### config.mk
export PLATFORM = sky130hd
export DESIGN_NAME = vga_timing_gen_flat
export DESIGN_NICKNAME = d
export VERILOG_FILES = /design/src/rtl/vga_timing_gen_if.sv /design/src/rtl/vga_timing_gen.sv /design/src/flat_wrapper.sv
export SDC_FILE = /design/constraint.sdc
export NUM_CORES = 1
export LEC_CHECK = 0
export CAP_MARGIN = 20
export CORE_UTILIZATION = 55
export CTS_CLUSTER_SIZE = 14
export DETAILED_ROUTE_END_ITERATION = 6
export GPL_ROUTABILITY_DRIVEN = 0
export HOLD_SLACK_MARGIN = 0.08
export PLACE_DENSITY = 0.86
export REMOVE_ABC_BUFFERS = 1
export SKIP_CTS_REPAIR_TIMING = 1
export SLEW_MARGIN = 20
export SYNTH_ARGS = -nofsm -noshare
export SYNTH_HDL_FRONTEND = slang
export SYNTH_SLANG_ARGS = --single-unit
### constraint.sdc
create_clock -name dotclock -period 7.6 [get_ports dotclock]
set_input_delay 1.52 -clock dotclock [delete_from_list [all_inputs] [get_ports dotclock]]
set_output_delay 1.52 -clock dotclock [all_outputs]
set_load 0.02 [all_outputs]
### src/rtl/vga_timing_gen_if.sv
// Raster timing bundle: the timing generator drives it and the pixel pipeline and pins consume it.
interface vga_timing_gen_if;
    logic       hsync;
    logic       vsync;
    logic       de;
    logic [9:0] pixel_x;
    logic [9:0] pixel_y;
    logic       line_start;
    logic       frame_start;

    modport master (output hsync, vsync, de, pixel_x, pixel_y, line_start, frame_start);
    modport slave  (input  hsync, vsync, de, pixel_x, pixel_y, line_start, frame_start);
endinterface

### src/rtl/vga_timing_gen.sv
// VGA raster timing generator: free-running h/v counters with per-axis phase FSMs and
// registered sync/enable/coordinate/strobe outputs, one dot behind the counters.
module vga_timing_gen #(
    parameter int H_ACTIVE = 640,
    parameter int H_FP     = 16,
    parameter int H_SYNC   = 96,
    parameter int H_BP     = 48,
    parameter int V_ACTIVE = 480,
    parameter int V_FP     = 10,
    parameter int V_SYNC   = 2,
    parameter int V_BP     = 33,
    parameter bit HS_POL   = 1'b0,
    parameter bit VS_POL   = 1'b0
) (
    input  logic             dotclock,
    input  logic             rst_n,
    vga_timing_gen_if.master vga
);
    localparam int H_TOTAL = H_ACTIVE + H_FP + H_SYNC + H_BP;
    localparam int V_TOTAL = V_ACTIVE + V_FP + V_SYNC + V_BP;

    generate
        if (H_TOTAL > 1024 || V_TOTAL > 1024 ||
            H_ACTIVE < 1 || H_FP < 1 || H_SYNC < 1 || H_BP < 1 ||
            V_ACTIVE < 1 || V_FP < 1 || V_SYNC < 1 || V_BP < 1) begin : g_bad_geom
            $error("vga_timing_gen: illegal raster geometry");
        end
    endgenerate

    // Phase boundaries, expressed as the counter value that opens each phase.
    localparam logic [9:0] H_FP_AT = 10'(H_ACTIVE);
    localparam logic [9:0] H_SY_AT = 10'(H_ACTIVE + H_FP);
    localparam logic [9:0] H_BP_AT = 10'(H_ACTIVE + H_FP + H_SYNC);
    localparam logic [9:0] H_LAST  = 10'(H_TOTAL - 1);
    localparam logic [9:0] V_FP_AT = 10'(V_ACTIVE);
    localparam logic [9:0] V_SY_AT = 10'(V_ACTIVE + V_FP);
    localparam logic [9:0] V_BP_AT = 10'(V_ACTIVE + V_FP + V_SYNC);
    localparam logic [9:0] V_LAST  = 10'(V_TOTAL - 1);

    typedef enum logic [1:0] {PH_ACTIVE, PH_FRONT, PH_SYNC, PH_BACK} phase_e;

    typedef struct packed {
        logic       hsync;
        logic       vsync;
        logic       de;
        logic [9:0] x;
        logic [9:0] y;
        logic       line_start;
        logic       frame_start;
    } tmg_t;

    localparam tmg_t TMG_IDLE = '{hsync: ~HS_POL, vsync: ~VS_POL, de: 1'b0,
                                  x: '0, y: '0, line_start: 1'b0, frame_start: 1'b0};

    logic [9:0] h_cnt, v_cnt;
    logic [9:0] h_nxt, v_nxt;
    logic       h_wrap;
    phase_e     h_state, v_state;
    tmg_t       tmg_q;

    // The state is advanced from the counter's next value so state and counter
    // always describe the same position.
    function automatic phase_e phase_step(phase_e cur, logic [9:0] nxt,
                                          logic [9:0] fp_at, logic [9:0] sy_at,
                                          logic [9:0] bp_at);
        phase_e ph;
        ph = cur;
        if (nxt == fp_at)      ph = PH_FRONT;
        else if (nxt == sy_at) ph = PH_SYNC;
        else if (nxt == bp_at) ph = PH_BACK;
        else if (nxt == '0)    ph = PH_ACTIVE;
        return ph;
    endfunction

    always_comb begin
        h_wrap = (h_cnt == H_LAST);
        h_nxt  = h_wrap ? '0 : h_cnt + 10'd1;
        v_nxt  = (v_cnt == V_LAST) ? '0 : v_cnt + 10'd1;
    end

    always_ff @(posedge dotclock or negedge rst_n) begin
        if (!rst_n) begin
            h_cnt   <= '0;
            v_cnt   <= '0;
            h_state <= PH_ACTIVE;
            v_state <= PH_ACTIVE;
            tmg_q   <= TMG_IDLE;
        end else begin
            tmg_q.hsync       <= (h_state == PH_SYNC) ? HS_POL : ~HS_POL;
            tmg_q.vsync       <= (v_state == PH_SYNC) ? VS_POL : ~VS_POL;
            tmg_q.de          <= (h_state == PH_ACTIVE) && (v_state == PH_ACTIVE);
            tmg_q.x           <= h_cnt;
            tmg_q.y           <= v_cnt;
            tmg_q.line_start  <= (h_cnt == '0);
            tmg_q.frame_start <= (h_cnt == '0) && (v_cnt == '0);

            h_cnt   <= h_nxt;
            h_state <= phase_step(h_state, h_nxt, H_FP_AT, H_SY_AT, H_BP_AT);
            if (h_wrap) begin
                v_cnt   <= v_nxt;
                v_state <= phase_step(v_state, v_nxt, V_FP_AT, V_SY_AT, V_BP_AT);
            end
        end
    end

    assign vga.hsync       = tmg_q.hsync;
    assign vga.vsync       = tmg_q.vsync;
    assign vga.de          = tmg_q.de;
    assign vga.pixel_x     = tmg_q.x;
    assign vga.pixel_y     = tmg_q.y;
    assign vga.line_start  = tmg_q.line_start;
    assign vga.frame_start = tmg_q.frame_start;
endmodule

### src/flat_wrapper.sv
// flat-port wrapper written by rule: the top's interface ports become plain ports
module vga_timing_gen_flat 
#(
    parameter int H_ACTIVE = 640,
    parameter int H_FP     = 16,
    parameter int H_SYNC   = 96,
    parameter int H_BP     = 48,
    parameter int V_ACTIVE = 480,
    parameter int V_FP     = 10,
    parameter int V_SYNC   = 2,
    parameter int V_BP     = 33,
    parameter bit HS_POL   = 1'b0,
    parameter bit VS_POL   = 1'b0
)
  (dotclock, rst_n, vga_hsync, vga_vsync, vga_de, vga_pixel_x, vga_pixel_y, vga_line_start, vga_frame_start);
  vga_timing_gen_if vga_i ();
  input  logic dotclock;
  input  logic rst_n;
  output wire logic [$bits(vga_i.hsync)-1:0] vga_hsync;
  output wire logic [$bits(vga_i.vsync)-1:0] vga_vsync;
  output wire logic [$bits(vga_i.de)-1:0] vga_de;
  output wire logic [$bits(vga_i.pixel_x)-1:0] vga_pixel_x;
  output wire logic [$bits(vga_i.pixel_y)-1:0] vga_pixel_y;
  output wire logic [$bits(vga_i.line_start)-1:0] vga_line_start;
  output wire logic [$bits(vga_i.frame_start)-1:0] vga_frame_start;
  assign vga_hsync = vga_i.hsync;
  assign vga_vsync = vga_i.vsync;
  assign vga_de = vga_i.de;
  assign vga_pixel_x = vga_i.pixel_x;
  assign vga_pixel_y = vga_i.pixel_y;
  assign vga_line_start = vga_i.line_start;
  assign vga_frame_start = vga_i.frame_start;
  vga_timing_gen #(.H_ACTIVE(H_ACTIVE), .H_FP(H_FP), .H_SYNC(H_SYNC), .H_BP(H_BP), .V_ACTIVE(V_ACTIVE), .V_FP(V_FP), .V_SYNC(V_SYNC), .V_BP(V_BP), .HS_POL(HS_POL), .VS_POL(VS_POL)) u_core (.dotclock(dotclock), .rst_n(rst_n), .vga(vga_i));
endmodule
# --- Word level (Yosys, flattened, before mapping) ---
# Index checks and enable logic that the tools add are counted.
word_totals:
  mem_count: 0
  word_cells: 46
  register_bits: 49
  mem_bits_rw: 0
  in_bits: 2
  latch_bits: 0
  rom_bits: 0
  output_inout_bits: 25
op_classes:
  n_eq_ne: 10
  n_lt_le_gt_ge: 0
  div: 0
  n_mux: 12
  reduce_logical: 11
  multipliers: 0
  n_bitwise: 0
  n_addsub: 2
  shift: 0
op_table:
  columns: ["operator", "n"]
  rows:
  - ["10-bit equality test, second input constant", 5]
  - ["10-bit zero test", 4]
  - ["10-bit by 9-bit equality test with 1-bit output, second input constant", 3]
  - ["10-bit by 1-bit adder with 10-bit output, second input constant", 2]
  - ["10-bit two-way mux", 2]
  - ["2-bit two-way mux", 8]
  - ["4-bit nonzero test", 2]
  - ["2-bit equality test, second input constant", 2]
  - ["2-bit zero test", 2]
  - ["1-bit logical AND", 2]
  - ["1-bit two-way mux", 2]
  - ["2-bit AND reduction", 1]

# --- Longest topological paths before layout ---
depth:
  ltp_word: 7
  ltp_mapped: 9
  mapped_depth_nobuf: 8

# --- Worst setup path after synthesis ---
# OpenSTA, ideal clock, no wires.
synth_timing:
  path_kind: "reg-to-reg"
  start: "register u_core.v_cnt[0]"
  end: "register u_core.v_state[0]"
  period_less_slack_ns: 2.427
  path_stages_with_launch: 10
  setup_time_ns: 0.124
  n_path_buf: 1
  t_arrival_ns: 2.303
  slack_ns: 5.173
  required_ns: 7.476
  cell_sequence: "dfrtp_1 clkbuf_1 inv_1 ha_1 or4b_4 nor4_4 a31oi_2 a2111oi_4 a211oi_1 a211o_1"
synth_between:
  elab_chain_cells: 6
  word_cells_on_any_way: 12
  classes_between: "add/sub: 1; eq/ne: 4; mux: 4; reduce/logical: 3"
synth_lines:
  columns: ["element", "line_no", "text"]
  rows:
  - ["from (decl)", "vga_timing_gen.sv:55", "logic [9:0] h_cnt, v_cnt;"]
  - ["from (signal assigned)", "vga_timing_gen.sv:100", "v_cnt <= v_nxt;"]
  - ["10-bit by 1-bit adder with 10-bit output / 10-bit equality test (equally long branches)", "vga_timing_gen.sv:78", "v_nxt = (v_cnt == V_LAST) ? '0 : v_cnt + 10'd1;"]
  - ["10-bit two-way mux *", "vga_timing_gen.sv:78", null]
  - ["10-bit by 9-bit equality test with 1-bit output", "vga_timing_gen.sv:70", "else if (nxt == bp_at) ph = PH_BACK;"]
  - ["2-bit two-way mux", "vga_timing_gen.sv:70", null]
  - ["2-bit two-way mux", "vga_timing_gen.sv:69", "else if (nxt == sy_at) ph = PH_SYNC;"]
  - ["2-bit two-way mux", "vga_timing_gen.sv:68", "if (nxt == fp_at) ph = PH_FRONT;"]
  - ["to (signal assigned)", "vga_timing_gen.sv:101", "v_state <= phase_step(v_state, v_nxt, V_FP_AT, V_SY_AT, V_BP_AT);"]
  - ["to (decl)", "vga_timing_gen.sv:58", "phase_e h_state, v_state;"]
# Mark *: on every way between the ends. The rest lies on a longest branch, timed or not.
# A chain may end at the register's enable or synchronous reset.

# --- Final worst setup path ---
layout_timing:
  start: "register u_core.vga.hsync (netlist name)"
  end: "output vga_hsync"
layout_rtl:
  columns: ["element", "line_no", "text"]
  rows:
  - ["to (decl)", "flat_wrapper.sv:19", "output wire logic [$bits(vga_i.hsync)-1:0] vga_hsync;"]
# No word-level cell between the ends.

==> flow_metrics.tcl <==
set metrics [dict create \
    route.vias.total 1917 \
    ir_drop_mv 0.127 \
    pre_cts_ws_ps 4810 \
    status "complete, no violations" \
    dp_cells 311 \
    tightest_slew_ps 628 \
    grt_max_degree 50 \
    crit_required_ps 6080 \
    period_needed_ps 2930 \
    synth_edf_count 0 \
    ys_top_cells_by_count "dfrtp_1 (47), nand2_1 (23), nand3_1 (19)" \
    synth_top_area_share 0.470 \
    syn_area_sq_um 2500 \
    drt_iter0_markers 111 \
    power.static_leakage_uw 0.00120 \
    yosysSeqAreaShare 0.491 \
    startpoint "u_core.vga.hsync$_DFF_PN1_" \
    worst_path_largest_cell_delay_ps 590 \
    drt-wirelength-per-cell_um 15.4 \
    clk_pin_slew_worst_paths_ps 80 \
    synth-async-reset-ratio 1.00 \
    synth-main-ff-cell "dfrtp_1" \
    dieArea_sq_um 4820 \
    worstPathMaxFanout 1 \
    p_clk_frac 0.419 \
    yosysMostFrequentCell "dfrtp_1" \
    clock_sinks 49 \
    cts_made_buffers 5 \
    die_h_um 69.5 \
    dp_hpwl_um 3190 \
    cpMaxStageDelayCell "clkdlybuf4s50_1" \
    grt_pass1_vias 1815 \
    clock_latency_ps 310 \
    routed_wl_um 4920 \
    antenna_found_initial 0 \
    synth_seq_cells 49 \
    coreArea_sq_um 4350 \
    tritoncts "done" \
    synth_area_leader_cell "dfrtp_1" \
    grtUsageTotal 0.225 \
    h-tree-depth 2 \
    timing.fmax_mhz 341 \
    diodes 0 \
    synth.distinct_cells 51 \
    arrival_ps 1410 \
    viasPerCell 6.01 \
    r2r-start "u_core.h_cnt[0]$_DFF_PN0_" \
    die_w_um 69.5 \
    nFillCells 337 \
    layout.nets 274 \
    power_switching_uw 89.0 \
    fin_cells 319 \
    grt-ovfl-total 0 \
    clk_path_buf_depth 2 \
    syn_avg_cell_area_sq_um 10.0 \
    yosys_warnings 0 \
    final.period_utilization 0.386 \
    power.density_nw_per_um2 160 \
    drtPass1Iterations 4 \
    power.share.sequential 0.570 \
    drv_cap 0 \
    slew_viol_final 0 \
    internal_power_uw 368 \
    grt_pass1_wl_um 8600 \
    critPathLaunchType "flop" \
    rows 24 \
    cts_root_buf "clkbuf_8" \
    hp-start "u_core.v_state[0]$_DFFE_PN0P_" \
    start_util 0.575 \
    drtAntennaViolNets 0 \
    io_pins 27 \
    skew_ps 8.16 \
    setup_viol 0 \
    setup_tns_ps 0 \
    hold_viol 0 \
    rsz0062_at_grt "false" \
    drcViolationCount 0 \
    area_delta_synth_final_pct 14.2 \
    hold_path.class "flop to flop" \
    comb_power_share 0.011 \
    path_buf_inv 1 \
    drive_gt1_frac 0.0787 \
    relSlewSlack 0.579 \
    end_kind "output port" \
    ys_top_cells_by_area "dfrtp_1 (47%), nand3_1 (3.8%), xnor2_1 (3.5%), nand2_1 (3.5%), o21ai_0 (3.2%)" \
    fin_ws_ps 4670 \
    p_sw_frac 0.195 \
    crit_chain "clkdlybuf4s50_1" \
    setup.worst_path.class "flop to output port" \
    io_buffer_count 26 \
    synth_cells 249 \
    crit_family "buffers and inverters" \
]
layout by cell type (no fill, tap or decap), types with 3 or more instances in the layout:
master,count
nand2_1,23
a211oi_1,3
nand3_1,19
o21ai_0,16
and3_1,7
clkdlybuf4s50_1,25
nor3_1,8
inv_1,10
clkbuf_8,6
ha_1,6
nand4_1,4
nand2b_1,4
a21oi_1,5
and2_1,3
xnor2_1,10
nor4_1,3
dfrtp_1,47
mux2i_1,3
nor2_1,16
xor2_1,5
layout make-up:
class / count / area, sq um / share of cell area
timing repair buffer: 27 / 265 / 0.0929
tap: 52 / 65.1 / 0.0228
clock buffer: 7 / 86.3 / 0.0302
multi-input combinational: 173 / 1140 / 0.400
clock inverter: 1 / 30.0 / 0.0105
inverter: 10 / 37.5 / 0.0131
sequential: 49 / 1230 / 0.430
state kept, by name, indices dropped and copies added (netlist names):
signal	count
u_core.h_cnt	10
u_core.v_cnt	10
u_core.vga.pixel_x	10
u_core.vga.pixel_y	10
u_core.h_state	2
u_core.v_state	2
u_core.vga.de	1
u_core.vga.frame_start	1
u_core.vga.hsync	1
u_core.vga.line_start	1
u_core.vga.vsync	1
power by group through the flow:
stage               Combinational, uW  Clock [uW]  Sequential, uW
global route                     6.21         207             261
global placement                 5.15           0             266
detailed placement               5.28           0             266
floorplan                    0.000396           0             266
finish                           5.01         192             260
CTS                              5.29         196             261
worst paths after layout:
check                      cells past startpoint  slack (ps)                              end
max in group asynchronous                      1        5970  u_core.vga.pixel_x[4]$_DFF_PN0_
hold reg to reg                                1         440          u_core.vga.de$_DFF_PN0_
setup reg to reg                               8        4800    u_core.h_state[1]$_DFFE_PN0P_
min in group asynchronous                      1        1200      u_core.v_cnt[7]$_DFFE_PN0N_
hold / removal                                 1         440          u_core.vga.de$_DFF_PN0_
setup / recovery                               1        4670                        vga_hsync
metal layers:
layer / GRT usage / part of all wire / up-vias
li1: - / - / 913
met1: 0.313 / 0.46 / 907
met2: 0.337 / 0.45 / 82
met3: 0.0509 / 0.061 / 15
met4: 0.104 / 0.023 / 0
met5: 0 / 0 / -
stage by stage:
stage                     power, uW  hold WS, ps  cell area, sq um  utilization
final                           457          441              2860        0.656
after global routing            474          455              2860        0.656
after CTS                       462          441              2850        0.655
after detailed placement        271          429              2740        0.629
after global placement          271          417              2740        0.629
after floorplan                 266          399              2400            -
kinds of logic after synthesis:
group           after synthesis  synth area share
simple gates                103             0.220
flops                        49             0.491
compound gates               45             0.130
buf+inv                      27            0.0545
xor+xnor                     16            0.0615
fa+ha+maj                     6            0.0300
mux                           3            0.0120
worst reg2reg max path, cell delays in order, from the launching register on:
cell	delay [ps]
dfrtp_1	500
ha_1	340
nand4_2	240
nor4_2	290
buf_4	290
o21ai_0	140
a2111oi_0	540
o21ai_0	180
o2bb2ai_1	150
Note: power is estimated with default switching activity, not from simulation.
==> patch (same flow settings) <==
Make the reset (`rst_n`) synchronous in one clocked block.
--- a/src/rtl/vga_timing_gen.sv
+++ b/src/rtl/vga_timing_gen.sv
@@ -80,3 +80,3 @@
 
-    always_ff @(posedge dotclock or negedge rst_n) begin
+    always_ff @(posedge dotclock) begin
         if (!rst_n) begin
Behaviour: differs if rst_n is asserted again (counterexample within 4 cycles, from zero or initial values and one cycle with rst_n low); with rst_n held inactive, the same outputs for 10 cycles.
==> patch against the original RTL <==
Synthesized area is 0.30% lower. Critical path type is now input pin to flop. Design area is 1.5% lower. First-iteration DRC count is 12% higher. Worst setup slack worse by 0.11 ns. Final cell count is 11% higher. Critical endpoint is now u_core.vga.frame_start$_SDFF_PN0_. Sequential cell count stayed put. Wire length is 2.0% higher. Synthesized cell count is 16% higher.
Power is not compared: it rests on default switching activity, and its combinational part moved more than twofold at a synthesized area within 25%.
==> patch: results (changes against the original RTL) <==
* Status: finished, final reports clean
* Seq/total area at 34.9% (-8.1 points)
* Worst hold slack at 0.424 ns (-0.0167 ns)
* Routed vias at 2068 (+7.9%)
* Cell count of the worst reg-to-reg path at 7 (-1)
* Layout fillers at 350 (+3.9%)
* Fin util at 64.6% (-1.0 points)
* Routed wl met2 at 2330 microns (+4.2%)
* Final nets at 307 (+12%)
* Layout cells sized above 1 at 7.64% (-0.22 points)
* Tightest Pin Transition at 0.683 ns (+0.0553 ns)
* Critical Path Fanout Max at 22 (+21)
* Cells after synthesis at 289 (+16%)
* RR Startpoint: u_core.v_cnt[0]$_SDFFE_PN0P_
* Vias in the first global route at 1799 (-0.88%)
* Period utilisation layout at 40.0% (+1.5 points)
* Layout Skew at 0.0101 ns (+0.00189 ns)
* Synth async-reset ratio at 0% (-100 points)
* Comb_multi_in at 206 (+19%)
* Tot GR Track Use at 21.6% (-0.90 points)
* Min-delay src: u_core.h_state[0]$_SDFFE_PN0P_
* Critical path arrival at 3.30 ns (+1.89 ns)
* Post-DP HPWL at 3290 microns (+3.3%)
* Worst Setup EP: u_core.vga.frame_start$_SDFF_PN0_
* Wirelength per Cell at 14.2 microns (-7.8%)
* Met1 WL at 2410 microns (+6.7%)
* Pre-CTS setup slack at 4.19 ns (-0.617 ns)
* GR Util met3 at 4.80% (-0.29 points)
* Hold EP: u_core.vga.de$_SDFF_PN0_
* Sequential element share of the synthesized area at 39.3% (-9.8 points)
[patch: cell count changes after synthesis, sizes merged, moves of 4 or more]
cell,delta
buf,+4
a21oi,+6
nand3,-13
o21ai,-6
dfxtp,+49
nor2,+17
and2,+16
dfrtp,-47
[patch: worst max-delay path, delay by kind of cell]
family | cells | cell delay [ns]
simple gates | 4 | 0.86
buf+inv | 1 | 0.91
[patch: power by group through the flow]
stage               Clock [mW]  Combinational [mW]  Sequential, mW
global placement             0              0.0176           0.270
CTS                      0.197              0.0184           0.264
global route             0.209              0.0202           0.264
finish                   0.194              0.0183           0.264
floorplan                    0             0.00703           0.272
detailed placement           0              0.0182           0.270
[patch: kinds of logic after synthesis]
group / after synthesis / share of synthesized area [%]
AND/OR/NAND/NOR: 132 / 29.6
AO/OA/AOI/OAI: 51 / 15.1
flip-flops: 49 / 39.3
buffers and inverters: 34 / 6.92
XOR/XNOR: 15 / 5.27
adder cells (fa/ha/maj): 5 / 2.51
multiplexers: 3 / 1.20
